===== config.mk =====
export PLATFORM = sky130hd
export DESIGN_NAME = fb_scanout_flat
export DESIGN_NICKNAME = d
export VERILOG_FILES = /design/src/rtl/fb_scanout_if.sv /design/src/rtl/fb_scanout.sv /design/src/flat_wrapper.sv
export SDC_FILE = /design/constraint.sdc
export NUM_CORES = 1
export LEC_CHECK = 0
export ABC_AREA = 1
export CAP_MARGIN = 20
export CORE_ASPECT_RATIO = 1.25
export CORE_UTILIZATION = 53
export DETAILED_ROUTE_END_ITERATION = 16
export PLACE_DENSITY = 0.8
export SETUP_SLACK_MARGIN = 0.5
export SLEW_MARGIN = 20
export SYNTH_ARGS = -nofsm -noshare
export SYNTH_HDL_FRONTEND = slang
export SYNTH_SLANG_ARGS = --single-unit

===== constraint.sdc =====
create_clock -name clk -period 2.2 [get_ports clk]
set_input_delay 0.44 -clock clk [delete_from_list [all_inputs] [get_ports clk]]
set_output_delay 0.44 -clock clk [all_outputs]
set_load 0.1 [all_outputs]

===== src/rtl/fb_scanout_if.sv =====
// Pixel stream from the frame-buffer scanout to the display/encoder stage.
// master = pixel source (fb_scanout), slave = downstream consumer.
interface fb_scanout_if #(
    parameter int PIX_W = 12,
    parameter int XW    = 6,
    parameter int YW    = 6
);
    logic             pix_valid;
    logic             pix_ready;
    logic [PIX_W-1:0] pix_data;
    logic [XW-1:0]    pix_x;
    logic [YW-1:0]    pix_y;
    logic             pix_sof;
    logic             pix_eol;
    logic             pix_eof;

    modport master (
        output pix_valid, pix_data, pix_x, pix_y, pix_sof, pix_eol, pix_eof,
        input  pix_ready
    );

    modport slave (
        input  pix_valid, pix_data, pix_x, pix_y, pix_sof, pix_eol, pix_eof,
        output pix_ready
    );
endinterface


===== src/rtl/fb_scanout.sv =====
// Reads the 64x64 frame buffer in raster order after frame_go and streams the
// pixels with coordinates and frame/line markers through a 2-entry skid FIFO.
module fb_scanout #(
    parameter int PIX_W = 12,
    parameter int XW    = 6,
    parameter int YW    = 6
) (
    input  logic                 clk,
    input  logic                 reset,
    input  logic                 frame_go,
    output logic                 busy,
    output logic                 own_bus,
    output logic                 FB_CEN,
    output logic                 FB_WEN,
    output logic [XW+YW-1:0]     FB_A,
    input  logic [PIX_W-1:0]     FB_Q,
    fb_scanout_if.master         pix,
    output logic                 frame_done
);
    localparam int AW = XW + YW;
    localparam logic [AW-1:0] LAST_ADDR = '1;
    localparam logic [XW-1:0] LAST_X    = '1;
    localparam logic [YW-1:0] LAST_Y    = '1;

    typedef enum logic [1:0] {IDLE, RUN, DRAIN, DONE} state_t;

    state_t           state;
    logic [AW-1:0]    addr;
    logic [AW-1:0]    addr_d;
    logic             in_flight;
    logic [PIX_W-1:0] fifo_data [2];
    logic [AW-1:0]    fifo_addr [2];
    logic             wr_ptr;
    logic             rd_ptr;
    logic [1:0]       count;
    logic [1:0]       credits;
    logic             pop;
    logic             issue;
    logic [AW-1:0]    head_addr;
    logic [XW-1:0]    head_x;
    logic [YW-1:0]    head_y;

    // A read may only be issued if its data is guaranteed a FIFO slot on return.
    always_comb begin
        credits = count + {1'b0, in_flight};
        pop     = pix.pix_valid & pix.pix_ready;
        issue   = !reset && (state == RUN) &&
                  ((credits < 2'd2) || ((credits == 2'd2) && pop));
    end

    assign FB_CEN = !issue;
    assign FB_WEN = 1'b1;
    assign FB_A   = addr;

    assign head_addr     = fifo_addr[rd_ptr];
    assign head_x        = head_addr[XW-1:0];
    assign head_y        = head_addr[AW-1:XW];
    assign pix.pix_valid = (count != 2'd0);
    assign pix.pix_data  = fifo_data[rd_ptr];
    assign pix.pix_x     = head_x;
    assign pix.pix_y     = head_y;
    assign pix.pix_sof   = pix.pix_valid && (head_x == '0) && (head_y == '0);
    assign pix.pix_eol   = pix.pix_valid && (head_x == LAST_X);
    assign pix.pix_eof   = pix.pix_valid && (head_x == LAST_X) && (head_y == LAST_Y);

    // DRAIN exits on the cycle the last entry leaves, so frame_done lands
    // exactly one cycle after the final handshake.
    always_ff @(posedge clk) begin
        if (reset) begin
            state      <= IDLE;
            busy       <= 1'b0;
            own_bus    <= 1'b0;
            frame_done <= 1'b0;
            addr       <= '0;
            addr_d     <= '0;
            in_flight  <= 1'b0;
        end else begin
            in_flight  <= issue;
            frame_done <= 1'b0;
            if (issue) begin
                addr_d <= addr;
                if (addr != LAST_ADDR) begin
                    addr <= addr + 1'b1;
                end
            end
            unique case (state)
                IDLE: begin
                    if (frame_go) begin
                        state   <= RUN;
                        busy    <= 1'b1;
                        own_bus <= 1'b1;
                        addr    <= '0;
                    end
                end
                RUN: begin
                    if (issue && (addr == LAST_ADDR)) begin
                        state <= DRAIN;
                    end
                end
                DRAIN: begin
                    if (!in_flight && ((count == 2'd0) || ((count == 2'd1) && pop))) begin
                        state      <= DONE;
                        busy       <= 1'b0;
                        own_bus    <= 1'b0;
                        frame_done <= 1'b1;
                    end
                end
                DONE: begin
                    state <= IDLE;
                end
            endcase
        end
    end

    // Read data returns one cycle after issue and is pushed with its delayed address.
    always_ff @(posedge clk) begin
        if (reset) begin
            for (int i = 0; i < 2; i++) begin
                fifo_data[i] <= '0;
                fifo_addr[i] <= '0;
            end
            wr_ptr <= 1'b0;
            rd_ptr <= 1'b0;
            count  <= 2'd0;
        end else begin
            if (in_flight) begin
                fifo_data[wr_ptr] <= FB_Q;
                fifo_addr[wr_ptr] <= addr_d;
                wr_ptr            <= ~wr_ptr;
            end
            if (pop) begin
                rd_ptr <= ~rd_ptr;
            end
            count <= count + {1'b0, in_flight} - {1'b0, pop};
        end
    end
endmodule

===== src/flat_wrapper.sv =====
// flat-port wrapper written by rule: the top's interface ports become plain ports
module fb_scanout_flat 
#(
    parameter int PIX_W = 12,
    parameter int XW    = 6,
    parameter int YW    = 6
)
  (clk, reset, frame_go, busy, own_bus, FB_CEN, FB_WEN, FB_A, FB_Q, frame_done, pix_pix_valid, pix_pix_data, pix_pix_x, pix_pix_y, pix_pix_sof, pix_pix_eol, pix_pix_eof, pix_pix_ready);
  fb_scanout_if #(.PIX_W(PIX_W), .XW(XW), .YW(YW)) pix_i ();
  input  logic clk;
  input  logic reset;
  input  logic frame_go;
  output logic busy;
  output logic own_bus;
  output logic FB_CEN;
  output logic FB_WEN;
  output logic [XW+YW-1:0] FB_A;
  input  logic [PIX_W-1:0] FB_Q;
  output logic frame_done;
  output wire logic [$bits(pix_i.pix_valid)-1:0] pix_pix_valid;
  output wire logic [$bits(pix_i.pix_data)-1:0] pix_pix_data;
  output wire logic [$bits(pix_i.pix_x)-1:0] pix_pix_x;
  output wire logic [$bits(pix_i.pix_y)-1:0] pix_pix_y;
  output wire logic [$bits(pix_i.pix_sof)-1:0] pix_pix_sof;
  output wire logic [$bits(pix_i.pix_eol)-1:0] pix_pix_eol;
  output wire logic [$bits(pix_i.pix_eof)-1:0] pix_pix_eof;
  input wire logic [$bits(pix_i.pix_ready)-1:0] pix_pix_ready;
  assign pix_pix_valid = pix_i.pix_valid;
  assign pix_pix_data = pix_i.pix_data;
  assign pix_pix_x = pix_i.pix_x;
  assign pix_pix_y = pix_i.pix_y;
  assign pix_pix_sof = pix_i.pix_sof;
  assign pix_pix_eol = pix_i.pix_eol;
  assign pix_pix_eof = pix_i.pix_eof;
  assign pix_i.pix_ready = pix_pix_ready;
  fb_scanout #(.PIX_W(PIX_W), .XW(XW), .YW(YW)) u_core (.clk(clk), .reset(reset), .frame_go(frame_go), .busy(busy), .own_bus(own_bus), .FB_CEN(FB_CEN), .FB_WEN(FB_WEN), .FB_A(FB_A), .FB_Q(FB_Q), .pix(pix_i), .frame_done(frame_done));
endmodule

==> run metrics <==
status complete, but fails checks; violated checks negative setup slack; Hold Vio Cnt, Final 0; most common cell in the netlist inv_1; Final period util 1.07; Congestion Overflow GR 0; Hold Crit Depth 2; global-route wire length before repair about 15000 um; Synth area leaders edfxtp_1, dfxtp_1, inv_1; Synth cell types 26; CP Launch Type register; Post-route DRC 0; Post-Syn Nets 455; final core occ 0.829; Clock Skews roughly 0.013 ns; Max Freq between 0.4 and 0.5 GHz; Via density roughly 5.4; Period minus WS final 2.35 ns; worst hold path class reg2reg; via count 3323; core area a little under 0.007 mm2; maxcap violations 0; CP endpoint kind output pin; post-synth top area cell edfxtp_1; RR Endpoint u_core.FB_A[7]$_SDFF_PP0_; # rows 34; Clk pin slew, worst setup/hold paths 0.08 ns; DP HPWL 5880 um; Area after DPL between 0.004 and 0.005 mm2; worst slack, placed between 0.15 and 0.2 ns; Yosys top cell area share 0.379; P_leak between 2 and 2.5 nW; PortBufs 59; register area share after synthesis 0.557; RSZ-0062 raised after global routing true; clk_lat worst skew 0.36 ns; routability cong. between 0.7 and 0.8; EDFF count, synth 48; post-DR wirelength/cell roughly 18 um; Hold Crit Start u_core.busy$_SDFFE_PP0P_; setup violators final 10; die area around 0.0075 mm2; Detailed Route Iter0 Violations approximately 240; Arr. time, crit path approximately 1.9 ns; ANT nets after route 0; FF+latch count, synth 82; CP required approximately 1.8 ns; Post-Syn Instances 433; die height between 90 and 100 um; Synthesis Warnings 0; cell area after layout between 0.005 and 0.006 mm2; fraction of registers with async set/reset 0; Sink Count 82; TritonCTS clock tree yes; Reg2Reg Setup Slack 0.56 ns; Post-Syn Area approximately 0.0038 mm2; antenna cells 0; vias in the first global route ~3200; CP Max Fanout 5; num ports 61; VDD IR-drop max around 0.89 mV; GR Layer Usage met3 0.0425; GR Layer Usage met2 0.498; busiest grt layer met2; Reg2Reg Depth 11; final WL between 10000 and 15000 um; Avg Inst Size Synth 8.79 um2; largest net degree at the start of global routing 29; worst setup margin -0.148 ns; met1 GRT Util 0.283; H-Tree Depth 3; CTS Buffer Depth 2; Hold EP u_core.busy$_SDFFE_PP0P_; Pwr Density 1190 mW/mm2; critical path class reg2out; fraction of layout instances using a drive strength above 1 0.340; Pins Over Slew Limit 0; CTS Root Cell clkbuf_8; Final nets 547; Chip Width between 70 and 80 um; commonest cells in the netlist inv_1, nor2_1, nand2_1, edfxtp_1, o21ai_0; main flop type after synthesis edfxtp_1; number of buffers created by CTS 9; initial core utilization 0.549; Area growth, synth to finish 51.0%; RR Startpoint u_core.count[0]$_SDFF_PP0_; Tot GR Track Use 0.268; total iterations of the first detailed-routing run 5; Tot Pwr between 6 and 7 mW; initial antenna violation count 0
area by class of cell:
type	instances	area, um2
sequential	82	2150
fill	366	1180
inverter	77	294
clock buffer	12	156
tap	90	113
clock inverter	4	50.0
multi-input combinational	258	1690
timing repair buffer	97	1300
logic make-up (layout without fill, tap and decap cells):
logic type / after synthesis / after routing / synth area share
compound gates: 57 / 57 / 0.0766
fa+ha+maj: 6 / 6 / 0.0197
mux: 12 / 12 / 0.0355
other cells: 1 / 1 / 0.000985
buf+inv: 94 / 190 / 0.104
flops: 82 / 82 / 0.557
simple gates: 178 / 179 / 0.199
xor+xnor: 3 / 3 / 0.00690
how the worst max path moves through the flow:
stage                     startpoint                                    end  slack [ns]  cells after the start
after floorplan             register                            pix_pix_eof       -0.47                      4
final                       register                            pix_pix_sof       -0.15                      6
after global routing        register                            pix_pix_sof       -0.21                      6
after global placement         reset  u_core.fifo_data[1][10]$_SDFFCE_PN0P_        0.23                      5
after CTS                   register                            pix_pix_eol       -0.05                      7
after detailed placement    register                            pix_pix_sof        0.17                      7
what timing repair did:
item,CTS,global route
hold buffers,0,0
gates resized for setup,52,45
setup endpoints to repair,41,59
setup buffers,13,9
pin swaps,13,10
cloned,3,3
layout by cell type, fill, tap and decap left out, types with 5 or more instances in the layout:
master and count:
nor2_1 72, inv_1 66, edfxtp_1 48, nand2_1 46, buf_4 29, buf_12 29, o21ai_0 23, a21oi_1 20
nand3_1 20, buf_6 16, dfxtp_1 16, clkdlybuf4s50_1 15, dfxtp_2 15, mux2_4 12, o21ai_4 10, inv_2 9
clkbuf_8 9, nand2_4 7, nand2_2 6, nand4_1 5, ha_1 5
registers in the layout (all words and copies together), names as in the netlist, named ones only:
signal / flops
u_core.fifo_addr: 24
u_core.fifo_data: 24
u_core.FB_A: 12
u_core.addr_d: 12
u_core.count: 2
u_core.state: 2
u_core.busy: 1
u_core.frame_done: 1
u_core.in_flight: 1
u_core.rd_ptr: 1
u_core.wr_ptr: 1
layer usage:
| layer | up-vias | wire length, um |
|---|---|---|
| met5 | - | 0 |
| met3 | 34 | 529 |
| met2 | 159 | 6120 |
| li1 | 1571 | - |
| met4 | 0 | 444 |
| met1 | 1559 | 3880 |
critical path, cell delays in order (launching register included):
cell	delay, ns
dfxtp_4	0.48
buf_12	0.16
nand2_1	0.06
o21ai_1	0.17
nand3_2	0.17
nor3_4	0.28
buf_12	0.21
where the power goes:
group / internal [mW] / total, mW / switching [mW] / leakage (nW)
logic: 1.39 / 3.74 / 2.36 / 1.56
clock network: 0.593 / 1.14 / 0.546 / 0.0977
registers: 1.83 / 1.97 / 0.147 / 0.783
per-stage QoR:
stage	hold WS, ns	setup TNS (ns)	std cells
final	0.480	-0.386	620
after global routing	0.483	-0.911	620
after CTS	0.461	-0.117	608
after detailed placement	0.457	0	576
after global placement	0.435	0	576
after floorplan	0.425	-0.951	433
(Power assumes the default switching activity.)
